### src/rtl/mem_stage.sv
// mem_stage: MIPS pipeline memory stage, downstream of exe_stage.
// Latches EXE results, aligns/extends loads, merges LWL/LWR, drives WB.
//
// Ports:
//   clk, reset                 clock, synchronous active-high reset
//   ws_allowin / ms_allowin    WB->MEM and MEM->EXE flow control
//   es_to_ms_valid/_bus        EXE instruction and payload
//   es_load_mem_bus            {width[1:0], signed, lr[1:0], addr[1:0]}
//   es_ex_bus                  EXE exception / CP0 info
//   es_sram_rdata, es_rt_value load word read in EXE, old rt value
//   ms_to_ws_valid/_bus        WB instruction and payload
//   ms_ex_bus                  registered exception bus to WB
//   ms_write_reg, ms_reg_dest  hazard detection for ID
//   ms_to_ds_bus               final result forwarded to ID
//   ms_mfc0_stall, ms_ex       MFC0 stall and exception indication
//   flush                      CP0 exception/ERET flush
module mem_stage #(
    parameter int ES_TO_MS_BUS_WD = 71,
    parameter int ES_EX_BUS_WD    = 47,
    parameter int MS_TO_WS_BUS_WD = 70
) (
    input  logic                       clk,
    input  logic                       reset,
    input  logic                       ws_allowin,
    output logic                       ms_allowin,
    input  logic                       es_to_ms_valid,
    input  logic [ES_TO_MS_BUS_WD-1:0] es_to_ms_bus,
    input  logic [6:0]                 es_load_mem_bus,
    input  logic [ES_EX_BUS_WD-1:0]    es_ex_bus,
    input  logic [31:0]                es_sram_rdata,
    input  logic [31:0]                es_rt_value,
    output logic                       ms_to_ws_valid,
    output logic [MS_TO_WS_BUS_WD-1:0] ms_to_ws_bus,
    output logic [ES_EX_BUS_WD-1:0]    ms_ex_bus,
    output logic                       ms_write_reg,
    output logic [4:0]                 ms_reg_dest,
    output logic [31:0]                ms_to_ds_bus,
    output logic                       ms_mfc0_stall,
    output logic                       ms_ex,
    input  logic                       flush
);

    logic                       ms_valid;
    logic                       ms_ready_go;
    logic [ES_TO_MS_BUS_WD-1:0] es_bus_r;
    logic [6:0]                 ld_bus_r;
    logic [ES_EX_BUS_WD-1:0]    ex_bus_r;
    logic [31:0]                rdata_r;
    logic [31:0]                rt_r;

    logic        res_from_mem;
    logic        gr_we;
    logic [4:0]  dest;
    logic [31:0] alu_result;
    logic [31:0] pc;

    logic [1:0]  ld_width;
    logic        ld_signed;
    logic [1:0]  ld_lr;
    logic [1:0]  ld_addr;

    logic [7:0]  load_byte;
    logic [15:0] load_half;
    logic [31:0] lwl_word;
    logic [31:0] lwr_word;
    logic [31:0] load_result;
    logic [31:0] final_result;

    // The access already completed in EXE, so MEM never stalls itself.
    assign ms_ready_go    = 1'b1;
    assign ms_allowin     = !ms_valid || (ms_ready_go && ws_allowin);
    assign ms_to_ws_valid = ms_valid && ms_ready_go;

    always_ff @(posedge clk) begin
        if (reset || flush) begin
            ms_valid <= 1'b0;
            es_bus_r <= '0;
            ld_bus_r <= '0;
            ex_bus_r <= '0;
            rdata_r  <= '0;
            rt_r     <= '0;
        end else begin
            if (ms_allowin) begin
                ms_valid <= es_to_ms_valid;
            end
            if (es_to_ms_valid && ms_allowin) begin
                es_bus_r <= es_to_ms_bus;
                ld_bus_r <= es_load_mem_bus;
                ex_bus_r <= es_ex_bus;
                rdata_r  <= es_sram_rdata;
                rt_r     <= es_rt_value;
            end
        end
    end

    assign {res_from_mem, gr_we, dest, alu_result, pc} = es_bus_r;
    assign {ld_width, ld_signed, ld_lr, ld_addr}       = ld_bus_r;

    always_comb begin
        load_byte = 8'h00;
        lwl_word  = rdata_r;
        lwr_word  = rdata_r;
        unique case (ld_addr)
            2'b00: begin
                load_byte = rdata_r[7:0];
                lwl_word  = {rdata_r[7:0], rt_r[23:0]};
                lwr_word  = rdata_r;
            end
            2'b01: begin
                load_byte = rdata_r[15:8];
                lwl_word  = {rdata_r[15:0], rt_r[15:0]};
                lwr_word  = {rt_r[31:24], rdata_r[31:8]};
            end
            2'b10: begin
                load_byte = rdata_r[23:16];
                lwl_word  = {rdata_r[23:0], rt_r[7:0]};
                lwr_word  = {rt_r[31:16], rdata_r[31:16]};
            end
            default: begin
                load_byte = rdata_r[31:24];
                lwl_word  = rdata_r;
                lwr_word  = {rt_r[31:8], rdata_r[31:24]};
            end
        endcase
    end

    assign load_half = ld_addr[1] ? rdata_r[31:16] : rdata_r[15:0];

    always_comb begin
        load_result = rdata_r;
        unique case (ld_width)
            2'b11: load_result = rdata_r;
            2'b10: load_result = {{16{ld_signed & load_half[15]}},
                                  load_half};
            2'b01: load_result = {{24{ld_signed & load_byte[7]}},
                                  load_byte};
            default: begin
                // Partial-word loads; other lr codes fall back to rdata.
                unique case (ld_lr)
                    2'b10:   load_result = lwl_word;
                    2'b01:   load_result = lwr_word;
                    default: load_result = rdata_r;
                endcase
            end
        endcase
    end

    assign final_result = res_from_mem ? load_result : alu_result;

    // ex bus bits: 45 sys, 42 eret, 41 break, 40 ov, 39 adel, 38 ades, 37 ri
    assign ms_ex = ms_valid && (ex_bus_r[45] || ex_bus_r[42] ||
                                ex_bus_r[41] || ex_bus_r[40] ||
                                ex_bus_r[39] || ex_bus_r[38] ||
                                ex_bus_r[37]);

    assign ms_write_reg  = gr_we && ms_valid && !ms_ex;
    assign ms_reg_dest   = dest;
    assign ms_to_ds_bus  = final_result;
    assign ms_mfc0_stall = ex_bus_r[44] && ms_valid;
    assign ms_ex_bus     = ex_bus_r;
    assign ms_to_ws_bus  = {gr_we & ~ms_ex, dest, final_result, pc};

endmodule

### config.mk
export PLATFORM = sky130hd
export DESIGN_NAME = mem_stage
export DESIGN_NICKNAME = d
export VERILOG_FILES = /design/src/rtl/mem_stage.sv
export SDC_FILE = /design/constraint.sdc
export NUM_CORES = 1
export LEC_CHECK = 0
export ABC_CLOCK_PERIOD_IN_PS = 2700
export CORE_MARGIN = 2
export CORE_UTILIZATION = 45
export DETAILED_ROUTE_END_ITERATION = 10
export PLACE_DENSITY = 0.81
export SLEW_MARGIN = 5
export SYNTH_ARGS = -nofsm -noshare
export SYNTH_HDL_FRONTEND = slang
export SYNTH_SLANG_ARGS = --single-unit
### constraint.sdc
create_clock -name clk -period 2.7 [get_ports clk]
set_input_delay 0.405 -clock clk [delete_from_list [all_inputs] [get_ports clk]]
set_output_delay 0.405 -clock clk [all_outputs]
set_load 0.005 [all_outputs]
==> results.env <==
DRT_PRE_ANTENNA_ITERS=5
WORST-R2R-SETUP-SLACK_NS=1.05
MAX_STAGE_DELAY_NS=0.35
FINALCRITPERIODSHARE=1.03
RUN_STATUS='finished, violations left'
SYNTHDISTINCTLIBCELLS=41
REMAINING_DRC_ERRORS=0
FLOORPLAN.ROWS=53
DPL_WORST_SLACK_NS=-0.106
FINAL_CORE_UTILIZATION=0.712
HOLD_DEPTH=2
SLEW_VIOL_FINAL=0
LEFTOVER_OVERFLOW_AT_THE_END_OF_GLOBAL_ROUTING=0
WORST_TRAN_PIN_VALUE_NS=0.566
ROUTEDWLPERCELL_UM=19.7
SYNTH_FLOP_CELL='sky130_fd_sc_hd__dfxtp_1'
CHIPWIDTH_UM=151
DR_TOTAL_VIAS=10787
PORT-BUFFER-COUNT=352
IR_WORST_VDD_mV=0.404
CRITPATHSLOWESTCELL='sky130_fd_sc_hd__dfxtp_2'
PATH_DELAY_FAMILY='compound AO/OA/AOI/OAI gates'
SYNTH_EDF_COUNT=0
SYNTH_TOP_FAMILY_BY_AREA='simple AND/OR/NAND/NOR gates'
CTSHTREEMAXLEVEL=4
SYN_AREA_UM2=9770
FINAL.SETUP_SKEW_NS=0.0164
NUM-NETS-FINAL=1822
SETUP_VIOL=16
CRIT_START='ld_bus_r[2]$_SDFFE_PP0P_'
DETAIL_ROUTE.VIAS_PER_CELL=5.64
ANTENNA_FOUND_INITIAL=2
SYNTH_SIMPLE_GATE_AREA_SHARE=0.210
GRT_MAX_DEGREE=70
FAILED_CHECKS='negative setup slack'
SYN-MEAN-INSTANCE-AREA_UM2=7.52
SYN_NETS=1496
MAX_CAP_VIOLATIONS=0
ARRIVAL_NS=2.39
GLOBALPLACE.CONGESTION=0.963
P_LEAK_nW=5.78
PATH_CELLS='inv_2 -> ha_4 -> buf_8 -> or2b_1 -> a32oi_1 -> o211ai_1 -> o22a_1 -> buf_2'
PLACEABLECOREAREA_UM2=21200
GLOBAL_ROUTE_WIRE_LENGTH_BEFORE_REPAIR_MM=55.0
RSZ0062_AT_GRT='true'
POWER_PER_CELL_AREA_nW_PER_UM2=463
FINISH.CELL_COUNT_WITHOUT_FILLERS=1914
CP_DATA_REQUIRED_TIME_NS=2.30
HOLDCRITSTARTPOINT='ms_ex_bus[23]$_SDFFE_PP0P_'
ASYNCSETRESETFLOPFRACSYNTH=0
TIMING_WORST_SETUP_PATH_TYPE='reg2out'
MIN-DELAY-PATH-CLASS='reg2reg'
TRITONCTS.NUM_BUFFERS=17
GLOBAL_ROUTE.PEAK_USAGE_LAYER='met2'
COMPLEX_GATE_FRACTION_OF_THE_SYNTHESIZED_AREA=0.203
CLOCK_SINK_COUNT=190
TIMING.RR.START='ms_to_ws_valid$_SDFFE_PP0N_'
CLOCK_LATENCY_NS=0.44
SIGNED_AREA_CHANGE_FROM_THE_SYNTHESIZED_NETLIST_TO_THE_FINAL_LAYOUT_PCT=54.1
ANTENNA_VIOLATING_NETS_POST_ROUTE=0
SYNTH.MUX.AREA_FRACTION=0.0799
FLOORPLAN.DIE.HEIGHT_UM=151
NUMBER_OF_GLOBAL_ROUTE_VIAS_BEFORE_REPAIR=10434
TRITONCTS='done'
LAYOUT_SETUP_WS_NS=-0.0901
HOLD_PATH_END='ms_ex_bus[23]$_SDFFE_PP0P_'
PLACEDCELLCOUNT=1848
FINALHOLDVIOLCOUNT=0
XOR_XNOR_SHARE_OF_THE_SYNTHESIZED_AREA=0
CTS.CLK_SLEW.WORST_PATHS_NS=0.08
DRT_WL_TOTAL_MM=37.7
POSTPLACECELLAREA_UM2=13500
GRT_UTIL_MET2=0.540
TIMING.REG2REG.WORST_PATH_DEPTH=5
CTS_ROOT_BUFFER='sky130_fd_sc_hd__clkbuf_16'
DESIGN.PORTCOUNT=353
GRT.MET1_USAGE=0.344
YS_FF_LATCH=190
FINISH.INSTANCE_AREA_UM2=15100
INITIALDRTVIOLATIONCOUNT=997
SYNTH_WARNINGS=0
MAXCLOCKFREQUENCY_MHz=358
WORSTPATHMAXFANOUT=8
N_ANTENNA_CELL=0
CRITPATHCAPTURETYPE='output pin'
FINAL_LAYOUT_SIZE_SUFFIX_GT1_FRAC=0.220
CP_NUM_BUF_INV=3
POST_LAYOUT_TOTAL_POWER_mW=6.97
SLEW-LIMIT-HEADROOM=0.622
LAYOUT_MIN_CYCLE_TIME_NS=2.79
START_UTIL=0.462
GR-USAGE-ALL-LAYERS=0.309
CTS_BUFFER_DEPTH=2
POST_SYNTH_INST_COUNT=1300
USE_MET3=0.0810
POST_SYNTH_FA_HA_MAJ_AREA_FRACTION=0.00256
REG2REG_TO='ms_ex_bus[17]$_SDFFE_PP0P_'
DIEAREA_UM2=22900
YOSYSSEQAREASHARE=0.389
DPL.HPWL_MM=25.9
SETUP.WORST_PATH.START_CLASS='register'
[how the worst max path moves through the flow]
stage                  endpoint  cells past startpoint  slack (ns)
5_1_grt        ms_to_ds_bus[24]                      9       -0.14
3_3_place_gp   ms_to_ds_bus[27]                      9       -0.08
4_1_cts        ms_to_ds_bus[31]                      9       -0.15
3_5_place_dp   ms_to_ds_bus[27]                      9       -0.11
6_report       ms_to_ws_bus[48]                      8       -0.09
2_1_floorplan  ms_to_ws_bus[61]                     11        0.34
[layout by cell type (no fill, tap or decap), types with 7 or more instances in the layout]
cell	instances
sky130_fd_sc_hd__nor2_1	20
sky130_fd_sc_hd__clkbuf_2	23
sky130_fd_sc_hd__dfxtp_1	183
sky130_fd_sc_hd__a221oi_2	8
sky130_fd_sc_hd__buf_12	15
sky130_fd_sc_hd__a21oi_2	11
sky130_fd_sc_hd__dlygate4sd2_1	13
sky130_fd_sc_hd__mux2i_1	34
sky130_fd_sc_hd__buf_2	18
sky130_fd_sc_hd__nand2b_1	20
sky130_fd_sc_hd__clkbuf_16	17
sky130_fd_sc_hd__o21ai_0	15
sky130_fd_sc_hd__a21oi_1	199
sky130_fd_sc_hd__a22oi_1	7
sky130_fd_sc_hd__clkdlybuf4s50_1	285
sky130_fd_sc_hd__nor3_4	11
sky130_fd_sc_hd__o221ai_1	15
sky130_fd_sc_hd__buf_4	108
sky130_fd_sc_hd__mux2_4	9
sky130_fd_sc_hd__nand2_1	406
sky130_fd_sc_hd__o211ai_1	8
sky130_fd_sc_hd__nor2_2	8
sky130_fd_sc_hd__mux2_2	23
sky130_fd_sc_hd__buf_6	18
sky130_fd_sc_hd__o22a_1	7
sky130_fd_sc_hd__clkdlybuf4s15_1	10
sky130_fd_sc_hd__nand3_1	10
[final cells by class]
type | instances | area, um^2
Fill cell | 1587 | 6090
Multi-Input combinational cell | 916 | 5580
Timing Repair Buffer | 495 | 4660
Sequential cell | 190 | 3820
Clock buffer | 17 | 425
Tap cell | 275 | 344
Clock inverter | 15 | 214
Inverter | 6 | 22.5
[synthesized netlist by cell type, types with 10 or more instances]
master                     instances  area share
sky130_fd_sc_hd__mux2_2           32       0.037
sky130_fd_sc_hd__o21ai_0          26       0.013
sky130_fd_sc_hd__nand2b_1         23       0.015
sky130_fd_sc_hd__nor3_1           15      0.0077
sky130_fd_sc_hd__nor2_1           29       0.011
sky130_fd_sc_hd__buf_4            87       0.067
sky130_fd_sc_hd__buf_2            27       0.014
sky130_fd_sc_hd__o221ai_1         15       0.013
sky130_fd_sc_hd__nand2_1         408        0.16
sky130_fd_sc_hd__a221oi_1         14       0.013
sky130_fd_sc_hd__a21oi_1         214        0.11
sky130_fd_sc_hd__nand3_1          10      0.0051
sky130_fd_sc_hd__a31oi_1          10      0.0064
sky130_fd_sc_hd__clkbuf_1         62       0.024
sky130_fd_sc_hd__mux2i_1          42       0.043
sky130_fd_sc_hd__dfxtp_1         190        0.39
[stage by stage]
stage / hold slack, ns / setup TNS [ns]
global placement: 0.441 / -0.388
detailed placement: 0.446 / -0.472
global route: 0.478 / -2.28
CTS: 0.456 / -1.21
floorplan: 0.432 / 0
finish: 0.455 / -0.781
[worst min-delay path, stage by stage (launching register included)]
cell and delay (ns):
sky130_fd_sc_hd__dfxtp_1 0.31, sky130_fd_sc_hd__nand2_1 0.05, sky130_fd_sc_hd__a21oi_1 0.05
[power breakdown]
group / total, mW / switching (mW) / internal (mW)
Clock: 2.73 / 1.29 / 1.44
Sequential: 2.97 / 0.0789 / 2.89
Combinational: 1.28 / 0.598 / 0.678
[cell families (layout without fill, tap and decap cells)]
family / count (synthesis) / in the layout
buffers and inverters: 194 / 533
muxes: 74 / 74
DFF: 190 / 190
and+or+nand+nor: 506 / 506
adders and majority gates: 2 / 2
AOI/OAI and AO/OA: 334 / 334
[sequential cells by signal, summed over array words and instances (netlist names)]
name,cells
rt_r,32
es_bus_r,71
rdata_r,32
ms_ex_bus,47
ld_bus_r,7
ms_to_ws_valid,1
[metal layers]
| metal | up-vias | routed length (um) |
|---|---|---|
| li1 | 4997 | - |
| met2 | 595 | 18500 |
| met1 | 5026 | 13300 |
| met5 | - | 13 |
| met4 | 2 | 2250 |
| met3 | 167 | 3620 |
[repair_timing]
| action | 4_1_cts | 5_1_grt |
|---|---|---|
| gates resized for setup | 245 | 124 |
| cloned | 1 | 0 |
| setup buffers | 33 | 8 |
| endpoints found under the setup margin | 66 | 62 |
| pin swaps | 54 | 51 |
| hold buffers | 0 | 0 |
Power figures use the tool's default switching activity.
